==> src/rtl/muldiv_pkg.sv <==
// Shared types and constants for the RV32M multiply/divide unit.
package muldiv_pkg;

    localparam int unsigned XLEN_DEFAULT = 32;

    localparam logic [XLEN_DEFAULT-1:0] DIV0_QUOT = '1;
    localparam logic [XLEN_DEFAULT-1:0] INT_MIN   = {1'b1, {(XLEN_DEFAULT - 1){1'b0}}};

    // Encoding matches funct3 of the OP opcode with funct7 = 0000001.
    typedef enum logic [2:0] {
        OpMul    = 3'b000,
        OpMulh   = 3'b001,
        OpMulhsu = 3'b010,
        OpMulhu  = 3'b011,
        OpDiv    = 3'b100,
        OpDivu   = 3'b101,
        OpRem    = 3'b110,
        OpRemu   = 3'b111
    } muldiv_op_e;

    typedef enum logic [1:0] {
        StIdle,
        StRun,
        StDone
    } muldiv_state_e;

endpackage

==> src/rtl/muldiv_if.sv <==
// Start/busy/done handshake between the core and the multiply/divide unit.
interface muldiv_if
    import muldiv_pkg::*;
#(
    parameter int unsigned XLEN = XLEN_DEFAULT
) ();

    logic            start;
    muldiv_op_e      funct3;
    logic [XLEN-1:0] op_a;
    logic [XLEN-1:0] op_b;
    logic            flush;
    logic            busy;
    logic            done;
    logic [XLEN-1:0] result;

    modport master (
        output start, funct3, op_a, op_b, flush,
        input  busy, done, result
    );

    modport slave (
        input  start, funct3, op_a, op_b, flush,
        output busy, done, result
    );

endinterface

==> src/rtl/muldiv_sign_fix.sv <==
// Operand magnitude extraction and final sign correction for multiply and divide results.
module muldiv_sign_fix
    import muldiv_pkg::*;
#(
    parameter int unsigned XLEN = XLEN_DEFAULT
) (
    input  muldiv_op_e        op,
    input  logic [XLEN-1:0]   a,
    input  logic [XLEN-1:0]   b,
    output logic [XLEN-1:0]   mag_a,
    output logic [XLEN-1:0]   mag_b,
    output logic              neg_a,
    output logic              neg_b,
    input  muldiv_op_e        fix_op,
    input  logic              fix_neg_a,
    input  logic              fix_neg_b,
    input  logic [2*XLEN-1:0] raw,
    output logic [XLEN-1:0]   fixed
);

    logic              signed_a;
    logic              signed_b;
    logic              neg_res;
    logic [2*XLEN-1:0] prod;
    logic [XLEN-1:0]   quo;
    logic [XLEN-1:0]   rem;

    always_comb begin
        signed_a = op inside {OpMul, OpMulh, OpMulhsu, OpDiv, OpRem};
        signed_b = op inside {OpMul, OpMulh, OpDiv, OpRem};
        neg_a    = signed_a & a[XLEN-1];
        neg_b    = signed_b & b[XLEN-1];
        mag_a    = neg_a ? -a : a;
        mag_b    = neg_b ? -b : b;
    end

    // raw holds the unsigned product, or {remainder, quotient} for divides.
    always_comb begin
        neg_res = fix_neg_a ^ fix_neg_b;
        prod    = neg_res ? -raw : raw;
        quo     = raw[XLEN-1:0];
        rem     = raw[2*XLEN-1:XLEN];
        fixed   = '0;
        unique case (fix_op)
            OpMul:                      fixed = prod[XLEN-1:0];
            OpMulh, OpMulhsu, OpMulhu:  fixed = prod[2*XLEN-1:XLEN];
            OpDiv, OpDivu:              fixed = neg_res ? -quo : quo;
            OpRem, OpRemu:              fixed = fix_neg_a ? -rem : rem;
            default:                    fixed = '0;
        endcase
    end

endmodule

==> src/rtl/muldiv_unit.sv <==
// Iterative RV32M multiply/divide unit: radix-2 shift-add multiply, restoring divide.
// MULDIV_FAST_MUL_EN replaces the iterative multiply with a single-cycle combinational one.
module muldiv_unit
    import muldiv_pkg::*;
#(
    parameter int unsigned XLEN  = XLEN_DEFAULT,
    parameter int unsigned CNT_W = 6
) (
    input logic     clk,
    input logic     rst_n,
    muldiv_if.slave bus
);

    muldiv_state_e     state_q, state_d;
    logic [CNT_W-1:0]  cnt_q, cnt_d;
    logic [2*XLEN-1:0] acc_q, acc_d, acc_step;
    logic [XLEN-1:0]   opnd_q, opnd_d;
    muldiv_op_e        op_q, op_d;
    logic              neg_a_q, neg_a_d, neg_b_q, neg_b_d;
    logic [XLEN-1:0]   result_q, result_d;

    logic [XLEN-1:0]   mag_a, mag_b, fixed, special_res;
    logic              neg_a, neg_b, idle, is_div, b_zero, ovf;
    muldiv_op_e        fix_op;
    logic [2*XLEN-1:0] fix_raw;
    logic [XLEN:0]     sum, shifted;
    logic [XLEN-1:0]   diff;
    logic              ge;

    assign idle   = (state_q == StIdle);
    assign fix_op = idle ? bus.funct3 : op_q;

    muldiv_sign_fix #(
        .XLEN (XLEN)
    ) u_sign_fix (
        .op        (bus.funct3),
        .a         (bus.op_a),
        .b         (bus.op_b),
        .mag_a     (mag_a),
        .mag_b     (mag_b),
        .neg_a     (neg_a),
        .neg_b     (neg_b),
        .fix_op    (fix_op),
        .fix_neg_a (idle ? neg_a : neg_a_q),
        .fix_neg_b (idle ? neg_b : neg_b_q),
        .raw       (fix_raw),
        .fixed     (fixed)
    );

    // acc_q is {hi, lo} of the product, or {remainder, quotient} while dividing.
    always_comb begin
        sum      = {1'b0, acc_q[2*XLEN-1:XLEN]} + (acc_q[0] ? {1'b0, opnd_q} : '0);
        shifted  = {acc_q[2*XLEN-1:XLEN], acc_q[XLEN-1]};
        ge       = (shifted >= {1'b0, opnd_q});
        diff     = shifted[XLEN-1:0] - opnd_q;
        if (op_q[2]) begin
            acc_step = {(ge ? diff : shifted[XLEN-1:0]), acc_q[XLEN-2:0], ge};
        end else begin
            acc_step = {sum, acc_q[XLEN-1:1]};
        end
    end

`ifdef MULDIV_FAST_MUL_EN
    logic [2*XLEN-1:0] fast_prod;
    assign fast_prod = {{XLEN{1'b0}}, mag_a} * {{XLEN{1'b0}}, mag_b};
    assign fix_raw   = idle ? fast_prod : acc_step;
`else
    assign fix_raw   = acc_step;
`endif

    assign is_div      = bus.funct3[2];
    assign b_zero      = (bus.op_b == '0);
    assign ovf         = ((bus.funct3 == OpDiv) || (bus.funct3 == OpRem)) &&
                         (bus.op_a == INT_MIN) && (bus.op_b == DIV0_QUOT);
    // funct3[1] separates REM/REMU from DIV/DIVU.
    assign special_res = b_zero ? (bus.funct3[1] ? bus.op_a : DIV0_QUOT)
                                : (bus.funct3[1] ? '0 : INT_MIN);

    always_comb begin
        state_d  = state_q;
        cnt_d    = cnt_q;
        acc_d    = acc_q;
        opnd_d   = opnd_q;
        op_d     = op_q;
        neg_a_d  = neg_a_q;
        neg_b_d  = neg_b_q;
        result_d = result_q;
        unique case (state_q)
            StIdle: begin
                if (!bus.flush && bus.start) begin
                    op_d    = bus.funct3;
                    neg_a_d = neg_a;
                    neg_b_d = neg_b;
                    cnt_d   = '0;
                    acc_d   = is_div ? {{XLEN{1'b0}}, mag_a} : {{XLEN{1'b0}}, mag_b};
                    opnd_d  = is_div ? mag_b : mag_a;
                    if (is_div && (b_zero || ovf)) begin
                        result_d = special_res;
                        state_d  = StDone;
`ifdef MULDIV_FAST_MUL_EN
                    end else if (!is_div) begin
                        result_d = fixed;
                        state_d  = StDone;
`endif
                    end else begin
                        state_d = StRun;
                    end
                end
            end
            StRun: begin
                if (bus.flush) begin
                    state_d = StIdle;
                end else begin
                    acc_d = acc_step;
                    cnt_d = cnt_q + 1'b1;
                    if (cnt_q == CNT_W'(XLEN - 1)) begin
                        result_d = fixed;
                        state_d  = StDone;
                    end
                end
            end
            StDone:  state_d = StIdle;
            default: state_d = StIdle;
        endcase
    end

    always_ff @(posedge clk or negedge rst_n) begin
        if (!rst_n) begin
            state_q  <= StIdle;
            cnt_q    <= '0;
            acc_q    <= '0;
            opnd_q   <= '0;
            op_q     <= OpMul;
            neg_a_q  <= 1'b0;
            neg_b_q  <= 1'b0;
            result_q <= '0;
        end else begin
            state_q  <= state_d;
            cnt_q    <= cnt_d;
            acc_q    <= acc_d;
            opnd_q   <= opnd_d;
            op_q     <= op_d;
            neg_a_q  <= neg_a_d;
            neg_b_q  <= neg_b_d;
            result_q <= result_d;
        end
    end

    assign bus.busy   = (state_q != StIdle);
    assign bus.done   = (state_q == StDone);
    assign bus.result = result_q;

endmodule

==> src/flat_wrapper.sv <==
// flat-port wrapper written by rule: the top's interface ports become plain ports
module muldiv_unit_flat import muldiv_pkg::*;
#(
    parameter int unsigned XLEN  = XLEN_DEFAULT,
    parameter int unsigned CNT_W = 6
)
  (clk, rst_n, bus_start, bus_funct3, bus_op_a, bus_op_b, bus_flush, bus_busy, bus_done, bus_result);
  muldiv_if #(.XLEN(XLEN)) bus_i ();
  input logic clk;
  input logic rst_n;
  input wire logic [$bits(bus_i.start)-1:0] bus_start;
  input wire logic [$bits(bus_i.funct3)-1:0] bus_funct3;
  input wire logic [$bits(bus_i.op_a)-1:0] bus_op_a;
  input wire logic [$bits(bus_i.op_b)-1:0] bus_op_b;
  input wire logic [$bits(bus_i.flush)-1:0] bus_flush;
  output wire logic [$bits(bus_i.busy)-1:0] bus_busy;
  output wire logic [$bits(bus_i.done)-1:0] bus_done;
  output wire logic [$bits(bus_i.result)-1:0] bus_result;
  assign bus_i.start = bus_start;
  assign bus_i.funct3 = bus_funct3;
  assign bus_i.op_a = bus_op_a;
  assign bus_i.op_b = bus_op_b;
  assign bus_i.flush = bus_flush;
  assign bus_busy = bus_i.busy;
  assign bus_done = bus_i.done;
  assign bus_result = bus_i.result;
  muldiv_unit #(.XLEN(XLEN), .CNT_W(CNT_W)) u_core (.clk(clk), .rst_n(rst_n), .bus(bus_i));
endmodule
==> config.mk <==
export PLATFORM = sky130hd
export DESIGN_NAME = muldiv_unit_flat
export DESIGN_NICKNAME = d
export VERILOG_FILES = /design/src/rtl/muldiv_pkg.sv /design/src/rtl/muldiv_if.sv /design/src/rtl/muldiv_sign_fix.sv /design/src/rtl/muldiv_unit.sv /design/src/flat_wrapper.sv
export SDC_FILE = /design/constraint.sdc
export NUM_CORES = 1
export LEC_CHECK = 0
export ABC_AREA = 1
export CORE_MARGIN = 8
export CORE_UTILIZATION = 40
export DETAILED_ROUTE_END_ITERATION = 12
export PLACE_DENSITY = 0.58
export SLEW_MARGIN = 0
export SYNTH_ARGS = -nofsm -noshare
export SYNTH_HDL_FRONTEND = slang
export SYNTH_SLANG_ARGS = --single-unit
==> constraint.sdc <==
create_clock -name clk -period 10.2 [get_ports clk]
set_input_delay 2.04 -clock clk [delete_from_list [all_inputs] [get_ports clk]]
set_output_delay 2.04 -clock clk [all_outputs]
set_load 0.03 [all_outputs]
==> impl_results.md <==
- Status: finished, final reports clean
- Initial antenna violation count: 2
- Top Family by Delay on Critical Path: buffers and inverters
- Slew Viols, Final: 0
- CTS root buf: clkbuf_16
- Post-Syn Area: between 0.015 and 0.02 mm2
- CTS Buffer Depth: 2
- Critical path's slowest cell: clkinv_1
- Fin nets: around 3.2k
- Worst-skew pair later-pin latency: roughly 0.47 ns
- Fmax: 152.5 MHz
- Crit-path max FO: 36
- Row count: 77
- Fin Clk Skew: ~0.017 ns
- CP required: between 10 and 15 ns
- Largest net degree at the start of global routing: 71
- Final instance area: 0.01989 mm2
- Bufs and invs on worst path: 4
- Yosys warns: 0
- Die width: around 230 um
- Final min period: 6.557 ns
- Area grow syn2layout: 12.38%
- Vias per inst: about 5.8
- Crit Path Category: input port to flip-flop
- Post-CTS sizing: 0
- Syn nets: around 3.2k
- CP Cell Sequence: clkdlybuf4s50_1, buf_4, nor2_1, nor2_1, nor2_4, inv_2, nand2_1, o21ai_1, clkinv_1, o21ai_0, nand2_1, nand2_1, nand3_1, nand3_1, nand2_1, a21oi_1
- CTS tree: yes
- Worst hold path class: flip-flop to flip-flop
- Starting DRT DRC Count: between 2k and 2.5k
- Initial Utilization: 40.30%
- Slew headroom: 19.26%
- DP HPWL: ~74000 um
- CTS H-tree depth: 4
- Top_reg_cell synth: dfrtp_1
- Critical Path Start Type: input port
- Synthesized instance count: 3011
- Post-CTS Hold Buffers: 0
- Post-synth top area share: around 20%
- Drt first pass iters: 6
- Least-Margin Pin Slew: about 1.2 ns
- # fillers: roughly 4.8k
- # IOs: 105
- Worst-path clk slew: about 0.07 ns
- Vias in the first global route: 20.02k
- Final setup vio count: 0
- Die ar.: 0.05125 mm2
- First-pass GRT wire length: around 130000 um
- Total track usage: a little over a third
- EDFF count, synth: 0
- Port bufs: roughly 100
- Post-synthesis sequential area ratio: approximately a fifth
- Core box area: 0.04393 mm2
- Slowest stage delay, CP: roughly 1.3 ns
- Setup crit end kind: flip-flop
- Max-cap viol count: 0
- Chip height: around 230 um
- Detail Route Antenna Nets: 0
- Syn avg cell area: 5.880 um2
- TritonCTS Buffers: 17
- Layout cells sized above 1: roughly 7.5%
- Gr ovfl total: 0
- Crit-path most repeated cell: nand2_1
- Clock Sink Count: approximately 140
- Vias: 21.22k
- Drt drc: 0
- Setup bufs post-CTS: 0
- Post-DP Area: about 0.019 mm2
- Synth Register Bits: between 100 and 150
- Cell taking the most area after synthesis: dfrtp_1
- Async S/R FF share, synth: 100.0%
- Setup_tns: 0 ns
- Total Wirelength: between 90000 and 100000 um
- Area contributors post-synth: dfrtp_1 20%, nand2_1 18%, inv_1 9.1%
- RSZ-0062 raised after global routing: no
- Post-synth cell types: between 50 and 60
- WP data arrival: roughly 7.0 ns
- Post-DR wirelength/cell: 24.68 um
- Routability congestion estimate: a little over 1
- Final period utilization: 64.28%
- Final hold vios: 0
==> final timing paths <==
kind / from / end / slack [ns] / cells after the start
max reg2reg: u_core.opnd_q[12]$_DFFE_PN0P_ / u_core.bus.result[30]$_DFFE_PN0P_ / 4.48 / 30
min reg2reg: u_core.op_q[0]$_DFFE_PN0P_ / u_core.op_q[0]$_DFFE_PN0P_ / 0.50 / 2
max: bus_funct3[2] / u_core.bus.result[20]$_DFFE_PN0P_ / 3.64 / 16
min: u_core.op_q[0]$_DFFE_PN0P_ / u_core.op_q[0]$_DFFE_PN0P_ / 0.50 / 2
min in group asynchronous: rst_n / u_core.acc_q[39]$_DFFE_PN0P_ / 1.51 / 1
max in group asynchronous: rst_n / u_core.bus.result[22]$_DFFE_PN0P_ / 7.45 / 2
==> per-layer routing <==
layer  wire (um)  track usage [%]  vias to the layer above
li1            -                -                     9879
met1       36160            42.80                     9965
met2       40730            56.06                     1147
met3        7474            6.298                      222
met4        6365            22.00                        2
met5          10                0                        -
==> cells by family (layout without fill, tap and decap cells) <==
| group | after synthesis | count (layout) | synth area share [%] |
|---|---|---|---|
| AND/OR/NAND/NOR | 1639 | 1639 | 40.95 |
| buffers and inverters | 551 | 624 | 12.32 |
| AO/OA/AOI/OAI | 509 | 509 | 16.75 |
| flip-flops | 141 | 141 | 19.93 |
| XOR/XNOR | 100 | 100 | 4.947 |
| adder cells (fa/ha/maj) | 71 | 71 | 5.103 |
| other | 0 | 1 | 0 |
==> tightest hold or removal path, stage by stage (launching register included) <==
cell and delay [ns]:
dfrtp_1 0.36, nand2_1 0.05, o21ai_0 0.06
==> synthesized netlist by cell type, drive strengths merged (2+ instances only) <==
library cell  count
clkinv            3
inv             447
or2              16
a21boi            2
xnor2            36
o31ai             4
o22ai            29
nand3           265
a31oi            18
dfrtp           141
o21bai           13
a211oi            4
o41ai             2
nor3             41
a21oi           156
nor4              9
nor2            327
a22oi             9
o21a              3
nand4            46
clkbuf           58
a21o              2
o221ai           19
o21ai           205
nand3b           12
o211ai           38
xor2             64
and2              5
ha               69
nand2           916
buf              43
fa                2
==> placed cells by master, fill, tap and decap left out, types with 20 or more instances in the layout <==
cell type / count
inv_1: 428
dfrtp_1: 140
clkdlybuf4s50_1: 103
nand3_2: 25
o21ai_0: 178
nor2_2: 20
nand2_1: 871
xnor2_1: 36
nor3_1: 37
nand2_2: 33
o22ai_1: 29
ha_1: 69
buf_4: 38
nor2_1: 296
a21oi_1: 151
nand3_1: 240
xor2_1: 64
nand4_1: 45
o211ai_1: 37
==> metrics by stage <==
stage	cells	util, %	setup WS [ns]	hold slack, ns
after floorplan	3011	-	5.835	0.4479
after global placement	3644	43.90	3.310	0.4647
after detailed placement	3644	43.90	3.333	0.4697
after CTS	3676	45.28	3.851	0.4867
after global routing	3676	45.28	3.439	0.5158
final	3677	45.28	3.643	0.5000
==> flip-flops by register name, indices dropped and copies added, names as in the netlist <==
name and flops:
u_core.acc_q 64, u_core.bus.result 32, u_core.cnt_q 6, u_core.neg_a_q 1
u_core.neg_b_q 1, u_core.op_q 3, u_core.opnd_q 32, u_core.state_q 2
==> final cells by class <==
cell class | instances | area, um2 | share of cell area (%)
antenna | 1 | 2.502 | 0.01258
clock buffer | 18 | 429.2 | 2.157
clock inverter | 14 | 176.4 | 0.8868
inverter | 450 | 1689 | 8.491
multi-input combinational | 2319 | 12000 | 60.30
sequential | 141 | 3532 | 17.75
tap | 592 | 740.7 | 3.723
timing repair buffer | 142 | 1328 | 6.673
Power is not shown: default switching activity piles up to over one toggle a cycle in this logic, so the estimate is an artifact.
